===== config.mk =====
export PLATFORM = sky130hd
export DESIGN_NAME = clefia_con_gen_flat
export DESIGN_NICKNAME = d
export VERILOG_FILES = /design/src/rtl/clefia_pkg.sv /design/src/rtl/clefia_con_gen_if.sv /design/src/rtl/clefia_con_step.sv /design/src/rtl/clefia_con_gen.sv /design/src/flat_wrapper.sv
export SDC_FILE = /design/constraint.sdc
export NUM_CORES = 1
export LEC_CHECK = 0
export CAP_MARGIN = 10
export CORE_MARGIN = 2
export CORE_UTILIZATION = 45
export CTS_BUF_LIST = sky130_fd_sc_hd__clkbuf_4 sky130_fd_sc_hd__clkbuf_8 sky130_fd_sc_hd__clkbuf_16
export DETAILED_ROUTE_END_ITERATION = 12
export PLACE_DENSITY_LB_ADDON = 0.08
export SYNTH_ARGS = -nofsm -noshare
export SYNTH_HDL_FRONTEND = slang
export SYNTH_SLANG_ARGS = --single-unit

===== constraint.sdc =====
create_clock -name clk -period 2.43 [get_ports clk]
set_input_delay 0.486 -clock clk [delete_from_list [all_inputs] [get_ports clk]]
set_output_delay 0.486 -clock clk [all_outputs]
set_load 0.03 [all_outputs]

===== src/rtl/clefia_pkg.sv =====
// ---------------------------------------------------------------------------
// clefia_pkg
// Shared constants and types for the CLEFIA key-schedule constant generator:
//   - pair-function constants P and Q
//   - initial T values and pair counts per key length
//   - GF(2^16) step constant (T := T * x^-1 modulo 0x1a831)
//   - key_len encodings and the generator state enum
// No ports (package).
// ---------------------------------------------------------------------------
package clefia_pkg;

  localparam logic [15:0] CON_P     = 16'hb7e1;
  localparam logic [15:0] CON_Q     = 16'h243f;

  localparam logic [15:0] IV_128    = 16'h428a;
  localparam logic [15:0] IV_192    = 16'h7137;
  localparam logic [15:0] IV_256    = 16'hb5c0;

  // Feedback term applied after the right shift when T[0] was set.
  localparam logic [15:0] GF_STEP_C = 16'hd418;

  // Number of CON pairs per key length.
  localparam logic [5:0]  L_128     = 6'd30;
  localparam logic [5:0]  L_192     = 6'd42;
  localparam logic [5:0]  L_256     = 6'd46;

  localparam logic [1:0]  KEY_128   = 2'b00;
  localparam logic [1:0]  KEY_192   = 2'b01;
  localparam logic [1:0]  KEY_256   = 2'b10;
  localparam logic [1:0]  KEY_ILL   = 2'b11;

  typedef enum logic {
    ST_IDLE = 1'b0,
    ST_RUN  = 1'b1
  } state_e;

  // Rotate a 16-bit word left by one bit.
  function automatic logic [15:0] rotl16_1(input logic [15:0] x);
    return {x[14:0], x[15]};
  endfunction

  // Rotate a 16-bit word left by eight bits (byte swap).
  function automatic logic [15:0] rotl16_8(input logic [15:0] x);
    return {x[7:0], x[15:8]};
  endfunction

endpackage


===== src/rtl/clefia_con_gen_if.sv =====
// ---------------------------------------------------------------------------
// clefia_con_gen_if
// Valid/ready stream carrying CON pairs from the generator to the key schedule.
//   con_valid  : master -> slave, beat present
//   con_ready  : slave  -> master, beat accepted when both are high
//   con        : CON_W bits, lowest pair index in the most-significant 64 bits
//   con_idx    : pair index of the most-significant pair of the beat
//   con_last   : beat holds the final pair of the sequence
// ---------------------------------------------------------------------------
interface clefia_con_gen_if #(
  parameter int CON_W = 64
);
  logic             con_valid;
  logic             con_ready;
  logic [CON_W-1:0] con;
  logic [5:0]       con_idx;
  logic             con_last;

  modport master (
    output con_valid,
    output con,
    output con_idx,
    output con_last,
    input  con_ready
  );

  modport slave (
    input  con_valid,
    input  con,
    input  con_idx,
    input  con_last,
    output con_ready
  );
endinterface


===== src/rtl/clefia_con_step.sv =====
// ---------------------------------------------------------------------------
// clefia_con_step
// Purely combinational: from the current state T produce the CON pair
// {CON(2i), CON(2i+1)} and the next state T * x^-1 in GF(2^16).
//   t_i      in  16  current T
//   pair_o   out 64  {T^P, rotl1(~T), ~T^Q, rotl8(T)}
//   t_next_o out 16  stepped T
// ---------------------------------------------------------------------------
module clefia_con_step
  import clefia_pkg::*;
(
  input  logic [15:0] t_i,
  output logic [63:0] pair_o,
  output logic [15:0] t_next_o
);

  logic [15:0] t_inv_s;

  assign t_inv_s = ~t_i;
  assign pair_o  = {t_i ^ CON_P, rotl16_1(t_inv_s), t_inv_s ^ CON_Q, rotl16_8(t_i)};

  // Division by x: shift right, folding the reduction polynomial back in when
  // the dropped bit was set.
  always_comb begin
    t_next_o = {1'b0, t_i[15:1]};
    if (t_i[0]) begin
      t_next_o = {1'b0, t_i[15:1]} ^ GF_STEP_C;
    end else begin
      t_next_o = {1'b0, t_i[15:1]};
    end
  end

endmodule


===== src/rtl/clefia_con_gen.sv =====
// ---------------------------------------------------------------------------
// clefia_con_gen
// Sequential CLEFIA key-schedule constant generator (128/192/256-bit keys).
// Streams CON(2i)||CON(2i+1) pairs, PAIRS_PER_BEAT (1 or 2) per beat.
//   clk, rst   clock, synchronous active-high reset
//   start      one-cycle request, starts (or restarts) a sequence
//   key_len    00=128, 01=192, 10=256, 11=illegal; sampled with start
//   con_if     valid/ready stream of pairs (master side)
//   busy       generator is in RUN
//   done       one-cycle pulse after the last beat is accepted
//   err        one-cycle pulse after start with key_len = 11
// con is derived from the T register only, so no input reaches it
// combinationally.
// ---------------------------------------------------------------------------
module clefia_con_gen
  import clefia_pkg::*;
#(
  parameter int PAIRS_PER_BEAT = 1
) (
  input  logic                   clk,
  input  logic                   rst,
  input  logic                   start,
  input  logic [1:0]             key_len,
  clefia_con_gen_if.master       con_if,
  output logic                   busy,
  output logic                   done,
  output logic                   err
);

  localparam int         CON_W   = 64 * PAIRS_PER_BEAT;
  localparam logic [5:0] PPB_INC = 6'(PAIRS_PER_BEAT);

  state_e      state_q, state_d;
  logic [15:0] t_q,     t_d;
  logic [5:0]  idx_q,   idx_d;
  logic [5:0]  len_q,   len_d;
  logic        done_q,  done_d;
  logic        err_q,   err_d;

  logic [15:0] iv_s;
  logic [5:0]  len_sel_s;
  logic        run_s;
  logic        last_s;
  logic        accept_s;
  logic [CON_W-1:0] con_s;

  logic [15:0] t_chain_s [0:PAIRS_PER_BEAT];
  logic [63:0] pair_s    [0:PAIRS_PER_BEAT-1];

  // Chain of step stages: stage k yields pair k of the beat and T advanced k+1 times.
  assign t_chain_s[0] = t_q;
  for (genvar k = 0; k < PAIRS_PER_BEAT; k++) begin : g_step
    clefia_con_step u_step (
      .t_i      (t_chain_s[k]),
      .pair_o   (pair_s[k]),
      .t_next_o (t_chain_s[k+1])
    );
  end

  // Pack pairs with the lowest index in the most-significant 64 bits.
  always_comb begin
    con_s = '0;
    for (int k = 0; k < PAIRS_PER_BEAT; k++) begin
      con_s[CON_W-1-64*k -: 64] = pair_s[k];
    end
  end

  // Initial T and pair count selected by the requested key length.
  always_comb begin
    iv_s      = IV_128;
    len_sel_s = L_128;
    case (key_len)
      KEY_128: begin iv_s = IV_128; len_sel_s = L_128; end
      KEY_192: begin iv_s = IV_192; len_sel_s = L_192; end
      KEY_256: begin iv_s = IV_256; len_sel_s = L_256; end
      default: begin iv_s = IV_128; len_sel_s = L_128; end
    endcase
  end

  assign run_s    = (state_q == ST_RUN);
  assign last_s   = run_s && ((idx_q + PPB_INC) == len_q);
  assign accept_s = run_s && con_if.con_ready;

  // Next-state logic. start outranks an accept in RUN: a legal start reloads
  // (dropping the current beat and any done), an illegal one aborts to IDLE.
  always_comb begin
    state_d = state_q;
    t_d     = t_q;
    idx_d   = idx_q;
    len_d   = len_q;
    done_d  = 1'b0;
    err_d   = 1'b0;
    case (state_q)
      ST_IDLE: begin
        if (start) begin
          if (key_len == KEY_ILL) begin
            err_d = 1'b1;
          end else begin
            state_d = ST_RUN;
            t_d     = iv_s;
            idx_d   = 6'd0;
            len_d   = len_sel_s;
          end
        end else begin
          state_d = ST_IDLE;
        end
      end
      ST_RUN: begin
        if (start) begin
          if (key_len == KEY_ILL) begin
            err_d   = 1'b1;
            state_d = ST_IDLE;
          end else begin
            state_d = ST_RUN;
            t_d     = iv_s;
            idx_d   = 6'd0;
            len_d   = len_sel_s;
          end
        end else if (accept_s) begin
          t_d   = t_chain_s[PAIRS_PER_BEAT];
          idx_d = idx_q + PPB_INC;
          if (last_s) begin
            state_d = ST_IDLE;
            done_d  = 1'b1;
          end else begin
            state_d = ST_RUN;
          end
        end else begin
          state_d = ST_RUN;
        end
      end
      default: begin
        state_d = ST_IDLE;
      end
    endcase
  end

  // State, T, index, length and pulse registers with synchronous reset.
  always_ff @(posedge clk) begin
    if (rst) begin
      state_q <= ST_IDLE;
      t_q     <= 16'h0000;
      idx_q   <= 6'd0;
      len_q   <= 6'd0;
      done_q  <= 1'b0;
      err_q   <= 1'b0;
    end else begin
      state_q <= state_d;
      t_q     <= t_d;
      idx_q   <= idx_d;
      len_q   <= len_d;
      done_q  <= done_d;
      err_q   <= err_d;
    end
  end

  assign con_if.con_valid = run_s;
  assign con_if.con       = con_s;
  assign con_if.con_idx   = idx_q;
  assign con_if.con_last  = last_s;
  assign busy             = run_s;
  assign done             = done_q;
  assign err              = err_q;

endmodule


===== src/flat_wrapper.sv =====
// flat-port wrapper written by rule: the top's interface ports become plain ports
module clefia_con_gen_flat import clefia_pkg::*;
#(
  parameter int PAIRS_PER_BEAT = 1
)
  (clk, rst, start, key_len, busy, done, err, con_if_con_valid, con_if_con, con_if_con_idx, con_if_con_last, con_if_con_ready);
  clefia_con_gen_if #(.CON_W(64)) con_if_i ();
  input  logic clk;
  input  logic rst;
  input  logic start;
  input  logic [1:0] key_len;
  output logic busy;
  output logic done;
  output logic err;
  output wire logic [$bits(con_if_i.con_valid)-1:0] con_if_con_valid;
  output wire logic [$bits(con_if_i.con)-1:0] con_if_con;
  output wire logic [$bits(con_if_i.con_idx)-1:0] con_if_con_idx;
  output wire logic [$bits(con_if_i.con_last)-1:0] con_if_con_last;
  input wire logic [$bits(con_if_i.con_ready)-1:0] con_if_con_ready;
  assign con_if_con_valid = con_if_i.con_valid;
  assign con_if_con = con_if_i.con;
  assign con_if_con_idx = con_if_i.con_idx;
  assign con_if_con_last = con_if_i.con_last;
  assign con_if_i.con_ready = con_if_con_ready;
  clefia_con_gen #(.PAIRS_PER_BEAT(PAIRS_PER_BEAT)) u_core (.clk(clk), .rst(rst), .start(start), .key_len(key_len), .con_if(con_if_i), .busy(busy), .done(done), .err(err));
endmodule

After elaboration in Yosys (flattened, before gate mapping) --
Index checks and enable logic that the tools add are counted.
Storage, ports and cells: bits in registers 31, input port bits 6, output and inout port bits 75
Cells by class: $add $sub $neg 1, eq/ne operators 6, muxes and demuxes 23, bitwise gates (word level) 8, reductions and logical operators 6
Operator list (count):
- $mux W16 | 5
- $pmux W16 S2 | 2
- $mux W6 | 6
- $pmux W6 S2 | 2
- $not A16 Y16 | 1
- $not A10 Y10 | 1
- $not A8 Y8 | 1
- $mux W1 | 7
- $add A6 B1 Y6 const B | 1
- $eq A6 B6 Y1 | 1
- $not A5 Y6 | 1
- $eq A2 B2 Y1 const B | 2
- $not A1 Y1 | 4
- $reduce_and A2 Y1 | 2
- $reduce_or A4 Y1 | 1
- $ne A3 B3 Y1 const B | 1
- $eq A2 B1 Y1 const B | 1
- $logic_and A1 B1 Y1 | 2
- $ne A2 B2 Y1 const B | 1
- $pmux W1 S2 | 1
- $reduce_or A2 Y1 | 1

Logic depth before layout (Yosys ltp) --
depth after elaboration 7, mapped depth 7

By module --
Synthesis repeated with hierarchy kept, for this count alone.
Unflattened totals: cells, all modules 231, area, all modules 1933.1 µm²
Modules (own cells, without submodules):
- clefia_con_gen | times used 1, cells an instance 150, area an instance 1367.6 µm²
- clefia_con_step | times used 1, cells an instance 81, area an instance 565.5 µm²

Worst setup path after synthesis --
OpenSTA, ideal clock, no wires.
path type reg-to-output, start register u_core.idx_q[1], in the netlist u_core.con_if.con_idx[1], end output con_if_con_last, arrival time 1.947 ns, data required time 1.944 ns, path slack -0.003 ns, cell stages (with the launch flop) 6, path through dfxtp_1 -> ha_1 -> xor2_1 -> o2111ai_1 -> o21ai_0 -> nor3_1
Between the ends: longest elaborated chain between the ends 3
Ends and longest elaborated chain:
- start, declared | line clefia_con_gen.sv:35 | logic [5:0] idx_q, idx_d;
- start signal, assigned | line clefia_con_gen.sv:150 | idx_q <= idx_d;
- $add A6 B1 Y6 | line clefia_con_gen.sv:81 | assign last_s = run_s && ((idx_q + PPB_INC) == len_q);
- $eq A6 B6 Y1 | line clefia_con_gen.sv:81
- $logic_and A1 B1 Y1 | line clefia_con_gen.sv:81
- end, declared | line flat_wrapper.sv:18 | output wire logic [$bits(con_if_i.con_last)-1:0] con_if_con_last;
Every way passes these cells.

Worst setup path in the final report --
Same ends and word-level chain as after synthesis.

==> results.cfg <==
[power]
ir_drop_v = 0.000378
powerDensity_nw_per_um2 = 553
p_leak_nw = 0.952

[timing]
setup_tns_ns = 0
finClkSkew_ns = 0.00563
maxSlewViolCount = 0
worstMarginPinSlew_ns = 0.626
hold_viol = 0
relSlewSlack_pct = 58.3
rsz0062_at_grt = no
setup_violations = 0
min_period_ns = 2.22
fmax_ghz = 0.451
final.period_utilization_pct = 91.2

[hold_path]
hold_path.class = reg -> reg
min-delay-start = u_core.len_q[4]$_SDFFE_PP0P_
whs_path_depth = 2
min_to = u_core.len_q[4]$_SDFFE_PP0P_

[synth]
synth_top_area_share_pct = 32.3
synth_cells = 229
synth_most_common_cell = buf_4
synth-warning-count = 0
synth_common_cells = buf_4 (33), dfxtp_1 (29), nand2_1 (22)
ys.flop_type = dfxtp_1
yosysTopAreaCell = dfxtp_1
yosysUniqueCellTypes = 40
synth-seq-cells = 29
syn_area_um2 = 1800
synthesis.nets = 241
synth_edf_count = 0
ys_async_sr_fraction_pct = 0
synth_area_per_cell_um2 = 7.86
yosys-top-cells-area = dfxtp_1 (32%), buf_4 (14%), a21oi_1 (5.8%)
ys_seq_area_share_pct = 32.3

[worst_setup_path]
rrSetupSlack_ns = 0.72
rr_endpoint = u_core.t_q[1]$_SDFFE_PP0P_
cp_max_fo = 6
crit_path_end_kind = output pin
crit_required_ns = 1.94
cp_data_arrival_time_ns = 1.73
timing.rr.start = u_core.busy$_SDFF_PP0_
reg2reg_depth = 4
crit_path_start_kind = register
worstSetupPathType = reg -> out

[die]
core-area_um2 = 3740
row_count = 22
die_width_um = 67.2
dieArea_um2 = 4520
dieHeight_um = 67.2
initial_core_util_pct = 48.1
pin_count = 81

[cts]
clock_latency_ns = 0.28
clockBufferDepth = 2
cts_root_buffer = clkbuf_8
h-tree-depth = 2
postCtsSetupBuffers = 0
cts_buffers = 5
cts_sinks = 29
clkTransAtPathRegs_ns = 0.06
cts_tree = yes

[global_routing]
grt_pass1_vias = 1430
grt_max_degree = 22
gr-usage-met1_pct = 27.2
antenna_found_initial = 0
grt_overflow_total = 0
top_usage_layer = met2
grt_pass1_wl_um = 6790
grt_usage_pct = 20.0
met2_usage_pct = 30.1
gr-usage-met3_pct = 5.17

[placement]
gp_congestion = 0.848
port_buffers = 80
dp_hpwl_um = 3120

[layout]
diodes = 0
utilization_pct = 66.3
area_growth_pct = 38.0
fill_cells = 349
drive_above_1_share_pct = 6.83
fin_nets = 289
seqCellArea_um2 = 581
multi_input_area_um2 = 830

[job]
maxCapViolations = 0

[drt]
avgRoutedWirePerCell_um = 13.1
drt_iter0_drc = 105
ant_nets = 0
routed_via_density = 5.05
post-route-drc-count = 0
num_vias = 1645
drt_wl_total_um = 4280
dr.pass1.iters = 4

[run_status]
status = finished clean
==> critical path, cell delays in order, from the launching register on <==
cell and delay [ns]:
dfxtp_1 0.40, ha_2 0.27, xor2_1 0.08, o2111ai_1 0.17, o21ai_1 0.16, nor3_2 0.20, buf_4 0.18
==> cells by family (layout without fill, tap and decap cells) <==
group	after synthesis	count (layout)	synth area share, %
AND/OR/NAND/NOR	70	70	20.2
buffers and inverters	63	112	22.0
AO/OA/AOI/OAI	50	50	15.9
flip-flops	29	29	32.3
XOR/XNOR	10	10	4.87
adder cells (fa/ha/maj)	6	6	4.17
multiplexers	1	1	0.556
==> where the power goes <==
part / leakage [nW] / switching, mW / total (mW) / internal [mW]
registers: 0.237 / 0.0303 / 0.530 / 0.499
logic: 0.660 / 0.240 / 0.404 / 0.164
clock network: 0.0542 / 0.184 / 0.439 / 0.256
total: 0.952 / 0.454 / 1.37 / 0.918
==> cells in the final DEF (no fill, tap or decap), drive strengths merged, types with 6 or more instances in the layout <==
cell type / netlist / routed
nand2: 22 / 22
o21ai: 15 / 15
clkbuf: 2 / 7
xnor2: 6 / 6
dfxtp: 29 / 29
inv: 18 / 18
clkdlybuf4s50: 0 / 79
a21oi: 21 / 21
nand3: 8 / 8
ha: 6 / 6
buf: 43 / 7
nor2: 18 / 18
==> metrics by stage <==
stage	hold WS [ns]	worst slack [ns]	instances	total power, mW	cell area [um^2]
final	0.478	0.213	326	1.37	2480
after global routing	0.521	0.0491	326	1.44	2480
after CTS	0.476	0.0782	326	1.38	2480
after detailed placement	0.466	0.122	318	0.944	2380
after global placement	0.467	0.246	318	0.942	2380
after floorplan	0.449	0.223	229	0.824	1800
==> layout make-up <==
cell class              count  area share, %
clock buffers               7           3.88
clock inverters             1          0.202
inverters                  18           2.72
multi-input cells         137           33.4
flip-flops and latches     29           23.4
well taps                  48           2.42
repair buffers             86           34.0
==> metal layers <==
| layer | up-vias | routed length [um] |
|---|---|---|
| li1 | 824 | - |
| met2 | 64 | 1860 |
| met4 | 0 | 33 |
| met5 | - | 0 |
| met1 | 752 | 2060 |
| met3 | 5 | 323 |
==> what timing repair did <==
action                     4_1_cts  5_1_grt
hold buffers                     0        0
setup endpoints to repair        0        1
gates resized for setup          0        2
==> state kept, by name, summed over array words and instances, names as in the netlist <==
| name | flops |
|---|---|
| u_core.t_q | 16 |
| u_core.con_if.con_idx | 6 |
| u_core.len_q | 4 |
| u_core.busy | 1 |
| u_core.done | 1 |
| u_core.err | 1 |
==> worst max path at each step <==
stage,start,cells after the start,slack (ns),endpoint
CTS,u_core.con_if.con_idx[1]$_SDFFE_PP0P_,6,0.08,con_if_con_last
floorplan,u_core.con_if.con_idx[1]$_SDFFE_PP0P_,5,0.22,con_if_con_last
global route,u_core.con_if.con_idx[1]$_SDFFE_PP0P_,6,0.05,con_if_con_last
detailed placement,key_len[1],6,0.12,u_core.busy$_SDFF_PP0_
finish,u_core.con_if.con_idx[1]$_SDFFE_PP0P_,6,0.21,con_if_con_last
global placement,key_len[0],6,0.25,u_core.busy$_SDFF_PP0_
No activity file was read; power rests on OpenSTA's default activity.
